### config.mk
export PLATFORM = sky130hd
export DESIGN_NAME = quadrilatero_rf_scoreboard
export DESIGN_NICKNAME = d
export VERILOG_FILES = /design/src/rtl/quadrilatero_rf_scoreboard_pkg.sv /design/src/rtl/quadrilatero_sb_entry.sv /design/src/rtl/quadrilatero_rf_scoreboard.sv
export SDC_FILE = /design/constraint.sdc
export NUM_CORES = 1
export LEC_CHECK = 0
export ABC_CLOCK_PERIOD_IN_PS = 14230
export CORE_MARGIN = 2
export CORE_UTILIZATION = 30
export DETAILED_ROUTE_END_ITERATION = 8
export HOLD_SLACK_MARGIN = 0.05
export MAX_ROUTING_LAYER = met4
export PLACE_DENSITY = 0.53
export SYNTH_ARGS = -nofsm -noshare
export SYNTH_HDL_FRONTEND = slang
export SYNTH_SLANG_ARGS = --single-unit
### constraint.sdc
create_clock -name clk_i -period 14.23 [get_ports clk_i]
set_input_delay 2.846 -clock clk_i [delete_from_list [all_inputs] [get_ports clk_i]]
set_output_delay 2.846 -clock clk_i [all_outputs]
set_load 0.02 [all_outputs]
### src/rtl/quadrilatero_rf_scoreboard_pkg.sv
// rtl/quadrilatero_rf_scoreboard_pkg.sv - shared types and helpers for the matrix RF hazard scoreboard
package quadrilatero_rf_scoreboard_pkg;

   localparam int X_ID_WIDTH = 4;
   // Operand/index lists are zero-padded to these bounds before matching.
   localparam int SB_MAX_OPS = 16;
   localparam int SB_IDX_W   = 8;

   typedef struct packed {
      logic [SB_IDX_W-1:0] rd_cnt;
      logic                wr_pend;
      logic [31:0]         wr_id;
   } sb_entry_t;

   function automatic logic [SB_IDX_W-1:0] popcount_match(
      input logic [SB_IDX_W-1:0]            r,
      input logic [SB_MAX_OPS*SB_IDX_W-1:0] regs,
      input logic [SB_MAX_OPS-1:0]          en
   );
      logic [SB_IDX_W-1:0] n;
      n = '0;
      for (int i = 0; i < SB_MAX_OPS; i++) begin
         if (en[i] && (regs[i*SB_IDX_W +: SB_IDX_W] == r)) begin
            n = n + 1'b1;
         end
      end
      return n;
   endfunction

endpackage

### src/rtl/quadrilatero_sb_entry.sv
// rtl/quadrilatero_sb_entry.sv - one register's reader count, pending writer, writer ID and sticky error
module quadrilatero_sb_entry #(
   parameter int CW       = 2,
   parameter int ID_WIDTH = 4
) (
   input  logic                clk_i,
   input  logic                rst_ni,
   input  logic                flush_i,
   input  logic [CW+1:0]       inc_i,
   input  logic [CW+1:0]       dec_i,
   input  logic                set_wr_i,
   input  logic [ID_WIDTH-1:0] set_id_i,
   input  logic [1:0]          wr_rel_cnt_i,
   output logic [CW-1:0]       rd_cnt_o,
   output logic                wr_pend_o,
   output logic [ID_WIDTH-1:0] wr_id_o,
   output logic                err_o
);

   logic [CW-1:0]       rd_cnt_q, rd_cnt_d;
   logic                wr_pend_q, wr_pend_d;
   logic [ID_WIDTH-1:0] wr_id_q, wr_id_d;
   logic                err_q, err_d;
   logic [CW+1:0]       sum;
   logic                underflow;
   logic                wr_rel;
   logic                wr_err;

   always_comb begin
      // Two extra bits: sign for underflow, one for headroom above the count range.
      sum       = {2'b00, rd_cnt_q} + inc_i - dec_i;
      underflow = sum[CW+1];
      rd_cnt_d  = rd_cnt_q;
      if (underflow) begin
         rd_cnt_d = '0;
      end else if (sum[CW]) begin
         rd_cnt_d = '1;
      end else begin
         rd_cnt_d = sum[CW-1:0];
      end

      wr_rel    = |wr_rel_cnt_i;
      wr_err    = wr_rel_cnt_i[1] || (wr_rel && !wr_pend_q);
      wr_pend_d = wr_pend_q;
      wr_id_d   = wr_id_q;
      if (wr_rel) begin
         wr_pend_d = 1'b0;
         wr_id_d   = '0;
      end
      if (set_wr_i) begin
         wr_pend_d = 1'b1;
         wr_id_d   = set_id_i;
      end
      err_d = err_q | underflow | wr_err;
   end

   always_ff @(posedge clk_i) begin
      if (!rst_ni || flush_i) begin
         rd_cnt_q  <= '0;
         wr_pend_q <= 1'b0;
         wr_id_q   <= '0;
         err_q     <= 1'b0;
      end else begin
         rd_cnt_q  <= rd_cnt_d;
         wr_pend_q <= wr_pend_d;
         wr_id_q   <= wr_id_d;
         err_q     <= err_d;
      end
   end

   assign rd_cnt_o  = rd_cnt_q;
   assign wr_pend_o = wr_pend_q;
   assign wr_id_o   = wr_id_q;
   assign err_o     = err_q;

endmodule

### src/rtl/quadrilatero_rf_scoreboard.sv
// rtl/quadrilatero_rf_scoreboard.sv - RAW/WAW/WAR and reader-saturation hazard scoreboard for the matrix RF
module quadrilatero_rf_scoreboard
   import quadrilatero_rf_scoreboard_pkg::*;
#(
   parameter int N_REGS      = 8,
   parameter int MAX_RD_OPS  = 3,
   parameter int READ_PORTS  = 4,
   parameter int WRITE_PORTS = 3,
   parameter int MAX_READERS = 3,
   parameter int ID_WIDTH    = X_ID_WIDTH,
   localparam int RW         = $clog2(N_REGS),
   localparam int CW         = $clog2(MAX_READERS + 1)
) (
   input  logic                         clk_i,
   input  logic                         rst_ni,
   input  logic                         flush_i,
   input  logic                         issue_valid_i,
   output logic                         issue_ready_o,
   input  logic [ID_WIDTH-1:0]          issue_id_i,
   input  logic [MAX_RD_OPS-1:0]        issue_rd_en_i,
   input  logic [MAX_RD_OPS*RW-1:0]     issue_rd_reg_i,
   input  logic                         issue_wr_en_i,
   input  logic [RW-1:0]                issue_wr_reg_i,
   input  logic [READ_PORTS-1:0]        rd_rel_valid_i,
   input  logic [READ_PORTS*RW-1:0]     rd_rel_reg_i,
   input  logic [WRITE_PORTS-1:0]       wr_rel_valid_i,
   input  logic [WRITE_PORTS*RW-1:0]    wr_rel_reg_i,
   output logic [N_REGS-1:0]            rd_busy_o,
   output logic [N_REGS-1:0]            wr_busy_o,
   output logic [N_REGS*ID_WIDTH-1:0]   wr_id_o,
   output logic                         err_o,
   output logic                         idle_o
);

   logic [SB_MAX_OPS*SB_IDX_W-1:0] iss_pad, rdr_pad, wrr_pad;
   logic [SB_MAX_OPS-1:0]          iss_en, rdr_en, wrr_en;
   logic [SB_IDX_W-1:0]            occ      [N_REGS];
   logic [SB_IDX_W-1:0]            wr_hits  [N_REGS];
   logic [CW+1:0]                  dec_cnt  [N_REGS];
   logic [1:0]                     wr_rel_cnt [N_REGS];
   logic [CW-1:0]                  rd_cnt   [N_REGS];
   logic [N_REGS-1:0]              wr_pend;
   logic [N_REGS-1:0]              err_vec;
   logic                           hazard;
   logic                           accept;

   // Widen every index list to the package's fixed match format.
   always_comb begin
      iss_pad = '0;
      rdr_pad = '0;
      wrr_pad = '0;
      iss_en  = '0;
      rdr_en  = '0;
      wrr_en  = '0;
      for (int i = 0; i < MAX_RD_OPS; i++) begin
         iss_pad[i*SB_IDX_W +: SB_IDX_W] = SB_IDX_W'(issue_rd_reg_i[i*RW +: RW]);
         iss_en[i]                       = issue_rd_en_i[i];
      end
      for (int i = 0; i < READ_PORTS; i++) begin
         rdr_pad[i*SB_IDX_W +: SB_IDX_W] = SB_IDX_W'(rd_rel_reg_i[i*RW +: RW]);
         rdr_en[i]                       = rd_rel_valid_i[i];
      end
      for (int i = 0; i < WRITE_PORTS; i++) begin
         wrr_pad[i*SB_IDX_W +: SB_IDX_W] = SB_IDX_W'(wr_rel_reg_i[i*RW +: RW]);
         wrr_en[i]                       = wr_rel_valid_i[i];
      end
   end

   // Hazards look at registered state only; same-cycle releases are not bypassed.
   always_comb begin
      hazard = 1'b0;
      for (int r = 0; r < N_REGS; r++) begin
         occ[r]        = popcount_match(SB_IDX_W'(r), iss_pad, iss_en);
         dec_cnt[r]    = (CW+2)'(popcount_match(SB_IDX_W'(r), rdr_pad, rdr_en));
         wr_hits[r]    = popcount_match(SB_IDX_W'(r), wrr_pad, wrr_en);
         wr_rel_cnt[r] = (wr_hits[r] > SB_IDX_W'(1)) ? 2'd2 : wr_hits[r][1:0];
         if ((occ[r] != '0) && wr_pend[r]) begin
            hazard = 1'b1;
         end
         if ((9'(rd_cnt[r]) + 9'(occ[r])) > 9'(MAX_READERS)) begin
            hazard = 1'b1;
         end
         if (issue_wr_en_i && (issue_wr_reg_i == RW'(r)) &&
             (wr_pend[r] || (rd_cnt[r] != '0))) begin
            hazard = 1'b1;
         end
      end
   end

   assign issue_ready_o = rst_ni && !flush_i && !hazard;
   assign accept        = issue_valid_i && issue_ready_o;

   for (genvar r = 0; r < N_REGS; r++) begin : g_entry
      quadrilatero_sb_entry #(
         .CW       (CW),
         .ID_WIDTH (ID_WIDTH)
      ) u_entry (
         .clk_i        (clk_i),
         .rst_ni       (rst_ni),
         .flush_i      (flush_i),
         .inc_i        (accept ? (CW+2)'(occ[r]) : '0),
         .dec_i        (dec_cnt[r]),
         .set_wr_i     (accept && issue_wr_en_i && (issue_wr_reg_i == RW'(r))),
         .set_id_i     (issue_id_i),
         .wr_rel_cnt_i (wr_rel_cnt[r]),
         .rd_cnt_o     (rd_cnt[r]),
         .wr_pend_o    (wr_pend[r]),
         .wr_id_o      (wr_id_o[r*ID_WIDTH +: ID_WIDTH]),
         .err_o        (err_vec[r])
      );
      assign rd_busy_o[r] = |rd_cnt[r];
   end

   assign wr_busy_o = wr_pend;
   assign err_o     = |err_vec;
   assign idle_o    = !(|rd_busy_o) && !(|wr_pend);

endmodule

# Word level (Yosys, flattened, before mapping)
# Index checks and enable logic that the tools add are counted.
[totals]
register_bits = 64
input_bits = 52
out_inout_bits = 51
word_cells = 598
[op_classes]
add_sub_neg = 80
n_lt_le_gt_ge = 16
n_eq_ne = 77
mux = 160
bitwise = 16
reduce_logical = 217
[ops]
columns = ["cell", "n"]
rows = [
  ["8-bit 2-to-1 mux", 31],
  ["4-bit 2-to-1 mux", 43],
  ["8-bit by 1-bit adder with 8-bit output, second input constant", 18],
  ["3-bit equality test, second input constant", 44],
  ["1-bit logical AND", 125],
  ["8-bit zero test", 10],
  ["2-bit by 8-bit adder with 9-bit output", 8],
  ["9-bit by 2-bit > comparator with 1-bit output, second input constant", 8],
  ["3-bit by 2-bit equality test with 1-bit output, second input constant", 22],
  ["8-bit by 1-bit > comparator with 1-bit output, second input constant", 8],
  ["1-bit 2-to-1 mux", 64],
  ["8-bit nonzero test", 8],
  ["2-bit OR reduction", 24],
  ["4-bit by 1-bit adder with 4-bit output, second input constant", 11],
  ["2-bit 2-to-1 mux", 22],
  ["1-bit by 1-bit adder with 2-bit output, second input constant", 21],
  ["3-bit by 1-bit equality test with 1-bit output, second input constant", 11],
  ["2-bit by 4-bit adder with 4-bit output", 8],
  ["2-bit nonzero test", 16],
  ["4-bit subtractor", 8],
  ["2-bit by 1-bit adder with 3-bit output, second input constant", 6],
  ["1-bit logical OR", 17],
  ["1-bit OR", 16],
  ["16-bit OR reduction", 1],
  ["other kinds (3)", 16],
]

# Logic depth before layout (Yosys ltp)
# Gate-level depths: netlist (run 1).
[depth]
ltp_word = 41
mapped_depth = 24

# Cells and area by module
# Synthesis (run 1) repeated with hierarchy kept, for this count alone.
[unflattened]
hier_cells = 928
hier_area_um2 = 7430.9
[modules_own_cells]
columns = ["mod", "instances", "cells_each", "area_each_um2"]
rows = [
  ["quadrilatero_sb_entry", 8, 56, 503.0],
  ["quadrilatero_rf_scoreboard", 1, 480, 3407.0],
]

# Worst setup path before layout (run 1)
# No wires, ideal clock.
[synth_path]
path_kind = "input to output"
from = "input issue_rd_en_i[1]"
to = "output issue_ready_o"
arrival_time_ps = 5178
slack_ps = 6206
cell_stages = 13
n_path_buf = 1
cell_sequence = "nor2b_1 > nand2_1 > inv_1 > ha_1 > nand2_1 > o21ai_0 > ha_1 > or3_1 > a311oi_1 > nand4_1 > or3_1 > buf_2 > nor2_1"
[synth_between]
elab_chain_len = 32
word_cells_on_any_way = 90
[synth_lines]
columns = ["item", "line", "source"]
rows = [
  ["start: declaration", "quadrilatero_rf_scoreboard.sv:20", "input logic [MAX_RD_OPS-1:0] issue_rd_en_i,"],
  ["parallel branches: the longest is 28 deep, another holds 2-bit by 8-bit adder with 9-bit output", "n/a", ""],
  ["1-bit 2-to-1 mux *", "quadrilatero_rf_scoreboard.sv:80", "if ((9'(rd_cnt[r]) + 9'(occ[r])) > 9'(MAX_READERS)) begin"],
  ["1-bit 2-to-1 mux *", "quadrilatero_rf_scoreboard.sv:83", "if (issue_wr_en_i && (issue_wr_reg_i == RW'(r)) &&"],
  ["1-bit zero test *", "quadrilatero_rf_scoreboard.sv:90", "assign issue_ready_o = rst_ni && !flush_i && !hazard;"],
  ["1-bit logical AND *", "quadrilatero_rf_scoreboard.sv:90", ""],
  ["end: declaration", "quadrilatero_rf_scoreboard.sv:18", "output logic issue_ready_o,"],
]
# Mark *: on every way between the ends.

# Final worst setup path (run 1)
[layout_path]
from = "input issue_rd_reg_i[7]"
to = "output issue_ready_o"
[layout_between]
elab_chain_len = 31
word_cells_on_any_way = 82
[layout_lines]
columns = ["item", "line", "source"]
rows = [
  ["start: declaration", "quadrilatero_rf_scoreboard.sv:21", "input logic [MAX_RD_OPS*RW-1:0] issue_rd_reg_i,"],
  ["parallel branches: the longest is 27 deep, another holds 2-bit by 8-bit adder with 9-bit output", "n/a", ""],
  ["1-bit 2-to-1 mux *", "quadrilatero_rf_scoreboard.sv:80", ""],
  ["1-bit 2-to-1 mux *", "quadrilatero_rf_scoreboard.sv:83", ""],
  ["1-bit zero test *", "quadrilatero_rf_scoreboard.sv:90", ""],
  ["1-bit logical AND *", "quadrilatero_rf_scoreboard.sv:90", ""],
]
# Marked as above.

==> flow_summary.toml, run 1 <==
[power_and_ir_drop]
p_leak_nw = 3.74
ir_worst_vdd_mv = 0.0598
power_density_nw_per_um2 = 76.6

[floorplanning]
die_h_um = 155
pin_count = 103
die_w_um = 155
start_util_pct = 30.5
rows = 55
core_area_um2 = 22500
die-area_um2 = 24100

[clocking]
htree_levels = 3
cts_tree = "built"
numCtsBuffers = 9
clock_latency_ns = 0.35
ctsRootBufferMaster = "clkbuf_16"
clk_pin_slew_worst_paths_ns = 0.05
clk_path_buf_depth = 2
ctsResizeCount = 0
hold_buffers = 0
post_cts_buffers = 0
clock_sinks = 64

[sta]
fin_ws_ns = 4.43
setup_viol = 0
fin_crit_sh_pct = 68.9
timing.hold.ws_ns = 0.461
fmax_ghz = 0.102
clock_skew_ns = 0.00995
rsz0062_at_grt = "no"
tns_ns = 0
finalHoldViolCount = 0
relSlewSlack_pct = 28.8
tightest_slew_ns = 1.05
period_needed_ns = 9.80
drv_slew = 0

[critical_path]
crit_fanout = 14
critPathLaunchType = "primary input"
cp.required_ns = 11.38
cp.arrival_ns = 6.95
path_class = "in2out"
r2r.worst_path.cells = 15
end_kind = "output port"
r2r_setup_slack_ns = 9.90

[route]
viasPerCell = 4.89
drtAntennaViolNets = 0
drt_iter0_drc = 269
route.detailed.drc = 0
wl_per_cell_um = 16.2
finalWirelength_mm = 19.7
vias = 5971
drt_first_pass_iters = 5

[placed_design]
dp_hpwl_mm = 16.5
routabilityCongestion = 0.876
dp_slack_ns = 4.50
port_buffers = 102

[min_path]
hold_path.class = "reg2reg"
hold_depth = 2

[synth]
yosysTopAreaCell = "dfxtp_1"
syn_inst = 842
ys.flop_type = "dfxtp_1"
syn_avg_cell_area_um2 = 8.14
async_flop_share_pct = 0
synth_edf_count = 0
ys_warn_count = 0
synth_area_leaders = "dfxtp_1, ha_1, fa_1, mux2i_1, nand2_1"
synth_top_area_share_pct = 18.7
syn-cell-area_um2 = 6850
yosysUniqueCellTypes = 61
ys_ff_latch = 64
ys_seq_area_share_pct = 18.7

[global_route]
antenna_found_initial = 0
gr-usage-all-layers_pct = 17.2
gr-total-overflow = 0
grt_max_degree = 22
grt_pass1_wl_mm = 31.0
grt_pass1_vias = 5561

[status]
status = "finished clean"

[finish]
fillers = 2302
nNetsFinal = 1096
layout-drive-gt1-share_pct = 4.38
syn2layout_area_growth_pct = 22.1
diodes = 0

[job]
maxCapViolations = 0
kinds of logic (layout without fill, tap and decap cells):
kind of cell / count (synthesis) / after routing / share of synthesized area (%)
and+or+nand+nor: 374 / 374 / 29.5
adders and majority gates: 114 / 114 / 23.4
buffers and inverters: 107 / 195 / 7.37
AOI/OAI and AO/OA: 87 / 87 / 8.01
DFF: 64 / 64 / 18.7
xor gates and xnor gates: 50 / 50 / 6.39
muxes: 45 / 45 / 6.61
other: 1 / 8 / 0.0547
worst paths after layout:
kind	start	endpoint
max	issue_rd_reg_i[7]	issue_ready_o
min	g_entry[4].u_entry.wr_id_o[3]$_SDFFE_PP0P_	g_entry[4].u_entry.wr_id_o[3]$_SDFFE_PP0P_
min reg2reg	g_entry[4].u_entry.wr_id_o[3]$_SDFFE_PP0P_	g_entry[4].u_entry.wr_id_o[3]$_SDFFE_PP0P_
max reg2reg	g_entry[0].u_entry.rd_cnt_o[1]$_SDFF_PP0_	g_entry[4].u_entry.rd_cnt_o[1]$_SDFF_PP0_
stage by stage:
stage	power (mW)	utilization [%]	cells	cell area (um^2)
4_1_cts	0.647	37.2	1222	8370
6_report	0.641	37.2	1222	8370
5_1_grt	0.680	37.2	1222	8370
3_5_place_dp	0.403	35.8	1206	8050
2_1_floorplan	0.329	-	849	6880
3_3_place_gp	0.402	35.8	1206	8050
cells in the final DEF, fill, tap and decap left out, drive strengths merged, types with 21 or more instances in the layout:
cell	instances
a21oi	38
nand3	42
nand2	102
fa	24
nor2	66
ha	88
inv	76
xnor2	35
mux2i	43
nor2b	21
dfxtp	64
clkdlybuf4s50	102
flip-flops by register name, summed over array words and instances (netlist names):
register                   cells
g_entry.u_entry.rd_cnt_o      16
g_entry.u_entry.err_o          8
g_entry.u_entry.wr_pend_o      8
g_entry.u_entry.wr_id_o       32
Yosys cell counts, drive strengths merged (2+ instances only):
master,instances
nand2,102
ha,88
inv,75
nor2,66
dfxtp,64
mux2i,43
nand3,42
a21oi,38
xnor2,35
fa,24
buf,23
nor2b,21
nand4,17
xor2,15
and2,14
nor3,14
o21ai,14
and3,13
nand2b,13
a21o,12
nor3b,12
nand4b,10
clkbuf,9
nor4,9
or2,8
or4,6
a211oi,5
nand3b,5
or3,5
and3b,4
and4,4
and4b,3
a2111oi,2
a222oi,2
a41o,2
and4bb,2
maj3,2
mux2,2
o211ai,2
o2bb2ai,2
power breakdown:
group / leakage (nW) / internal (mW) / total (mW) / switching (mW)
Combinational: 3.07 / 0.0900 / 0.200 / 0.110
Sequential: 0.519 / 0.188 / 0.200 / 0.0120
Clock: 0.156 / 0.153 / 0.242 / 0.0883
Total: 3.74 / 0.431 / 0.641 / 0.210
per-layer routing:
layer	GRT usage, %	share of wire [%]	vias to the layer above
met4	6.22	2.7	0
li1	-	-	3071
met5	-	0	-
met1	22.1	48	2703
met3	3.04	5.0	36
met2	27.1	45	161
final cells by class:
| cell class | count | area (um^2) | area share, % |
|---|---|---|---|
| repair buffers | 104 | 1040 | 12.4 |
| clock inverters | 7 | 95.1 | 1.14 |
| inverters | 75 | 282 | 3.36 |
| flip-flops and latches | 64 | 1280 | 15.3 |
| well taps | 285 | 357 | 4.26 |
| multi-input cells | 678 | 5090 | 60.9 |
| clock buffers | 9 | 225 | 2.69 |
worst max-delay path, cell delays in order:
cell	delay, ns
clkdlybuf4s50_1	0.79
nor4bb_1	0.89
a21oi_1	0.22
ha_1	0.25
nor4_1	0.23
o21ai_0	0.12
nor4_1	0.44
nand4_2	0.32
nor2_1	0.18
clkdlybuf4s50_1	0.66
No activity file was read; power rests on OpenSTA's default activity.
==> run 2, diff against run 1 <==
Settings changed: ABC_CLOCK_PERIOD_IN_PS 14230 to 8500, PLACE_DENSITY 0.53 to 0.55.
Clock period 14.23 ns to 8.5 ns, I/O delays scaled along.
==> run 2 against run 1 <==
  * Sequential share of layout area about the same
  * Clock power up 58%
  * Via count up 1.6%
  * Total power up 64%
  * Setup slack worse by 3.1 ns
  * Global-route usage up 0.37 points
  * Hold slack better by 0.0016 ns
  * Routed wire length up 1.7%
  * Clock-buffer cell count up 1
  * Largest power group unchanged
==> flow_summary.toml, run 2 (synthesis gave the netlist of run 1 again) <==
[status]
status = "finished clean"

[clocking]
cts_tree = "built"
numCtsBuffers = 9
clock_latency_ns = 0.33
hold_buffers = 0
ctsResizeCount = 0
htree_levels = 3
post_cts_buffers = 0
clk_pin_slew_worst_paths_ns = 0.06
ctsRootBufferMaster = "clkbuf_16"
clk_path_buf_depth = 2
clock_sinks = 64

[finish]
layout-drive-gt1-share_pct = 4.48
syn2layout_area_growth_pct = 22.0
largest_reg_flops = 32
nNetsFinal = 1097
diodes = 0
fillers = 2329
utilization_pct = 37.2
final_cell_mix = "nand2_1, clkdlybuf4s50_1, ha_1"
instances_no_fill = 1223

[critical_path]
critPathLaunchType = "primary input"
crit_fanout = 10
cp.arrival_ns = 5.44
r2r_setup_slack_ns = 4.28
r2r.worst_path.cells = 15
critPathMaxStageDelay_ns = 0.66
end_kind = "output port"
reg2reg_to = "g_entry[1].u_entry.rd_cnt_o[0]$_SDFF_PP0_"
cp.required_ns = 6.80
crit_family = "buffers and inverters"
crit_buf_inv = 4
crit_slowest_cell = "clkdlybuf4s50_1"
rr_startpoint = "g_entry[0].u_entry.rd_cnt_o[1]$_SDFF_PP0_"
path_class = "in2out"
path_cells = "clkdlybuf4s50_1, nor2b_1, nand2_1, inv_1, ha_1, inv_1, mux2i_1, ha_1, and2_1, a222oi_1, nand4_2, nor2_1, clkdlybuf4s50_1"

[route]
top_layer_used = "met4"
drt_first_pass_iters = 7
route.detailed.drc = 0
met3WireLength_um = 899
drt_iter0_drc = 268
drtAntennaViolNets = 0
drt-met1-wl_mm = 9.48
viasPerCell = 4.96
vias = 6066
wl_per_cell_um = 16.4
wl_met2_mm = 9.19
finalWirelength_mm = 20.1

[min_path]
hold_end = "g_entry[3].u_entry.wr_id_o[3]$_SDFFE_PP0P_"
worstHoldStart = "g_entry[3].u_entry.wr_id_o[3]$_SDFFE_PP0P_"
hold_depth = 2
hold_path.class = "reg2reg"

[sta]
period_needed_ns = 7.14
timing.hold.ws_ns = 0.462
relSlewSlack_pct = 36.7
fmax_ghz = 0.140
fin_crit_sh_pct = 84.0
tightest_slew_ns = 0.941
clock_skew_ns = 0.00548
setup_viol = 0
drv_slew = 0
rsz0062_at_grt = "no"
finalHoldViolCount = 0
tns_ns = 0

[global_route]
gr-usage-all-layers_pct = 17.5
antenna_found_initial = 0
grt_max_degree = 22
grt_pass1_wl_mm = 32.2
gr-total-overflow = 0
grt_pass1_vias = 5971

[power_and_ir_drop]
power_density_nw_per_um2 = 126
p_total_mw = 1.05
p_leak_nw = 3.74
ir_worst_vdd_mv = 0.0935

[floorplanning]
rows = 55
start_util_pct = 30.5
die_w_um = 155
die-area_um2 = 24100
die_h_um = 155
core_area_um2 = 22500
pin_count = 103

[placed_design]
dp_cells = 1207
routabilityCongestion = 0.943
port_buffers = 102
dp_hpwl_mm = 17.1

[job]
maxCapViolations = 0
-- run 2: cell count changes in the layout (fill, tap and decap cells not counted) --
cell | before | now
buf_4 | 2 | 3
bufinv_16 | 2 | 1
clkbuf_8 | 0 | 1
clkinv_2 | 2 | 1
clkinvlp_4 | 1 | 2
-- run 2: where the power goes --
| group | leakage, nW | total, mW | switching (mW) | internal, mW |
|---|---|---|---|---|
| sequential | 0.519 | 0.334 | 0.0196 | 0.314 |
| clock | 0.145 | 0.382 | 0.146 | 0.236 |
| combinational | 3.07 | 0.338 | 0.186 | 0.152 |
| total | 3.74 | 1.05 | 0.352 | 0.702 |
-- run 2: cell type report --
| class | instances | area, um^2 | share of cell area [%] |
|---|---|---|---|
| timing repair buffer | 105 | 1040 | 12.5 |
| tap | 285 | 357 | 4.26 |
| multi-input combinational | 678 | 5090 | 60.9 |
| inverter | 75 | 282 | 3.37 |
| clock buffer | 10 | 239 | 2.86 |
| sequential | 64 | 1280 | 15.3 |
| clock inverter | 6 | 67.6 | 0.808 |
-- run 2: through the flow --
stage	cell area (um^2)	worst slack (ns)
after global routing	8360	1.10
after CTS	8360	1.38
after floorplan	6880	2.70
final	8360	1.36
after global placement	8060	1.42
after detailed placement	8060	1.40
-- run 2: worst max-delay path by stage --
| stage | slack, ns | cells past startpoint | from | end |
|---|---|---|---|---|
| global route | 1.10 | 13 | issue_rd_en_i[1] | issue_ready_o |
| detailed placement | 1.40 | 13 | issue_rd_en_i[1] | issue_ready_o |
| finish | 1.36 | 13 | issue_rd_en_i[1] | issue_ready_o |
| floorplan | 2.70 | 22 | issue_rd_en_i[1] | g_entry[2].u_entry.rd_cnt_o[0]$_SDFF_PP0_ |
| global placement | 1.42 | 13 | issue_rd_en_i[1] | issue_ready_o |
| CTS | 1.38 | 13 | issue_rd_en_i[1] | issue_ready_o |
-- run 2: worst register-to-register path, delay by kind of cell (launching register included) --
| kind | cells | cell delay [ns] |
|---|---|---|
| adders and majority gates | 3 | 1.07 |
| xor gates and xnor gates | 1 | 0.13 |
| buffers and inverters | 1 | 0.25 |
| DFF | 1 | 0.38 |
| AOI/OAI and AO/OA | 3 | 0.53 |
| and+or+nand+nor | 7 | 1.74 |
-- run 2: metal layers --
metal  vias up  global-route usage, %
met3        33                   2.28
li1       3064                      -
met4         0                   4.89
met2       165                   28.8
met5         -                      -
met1      2804                   22.7
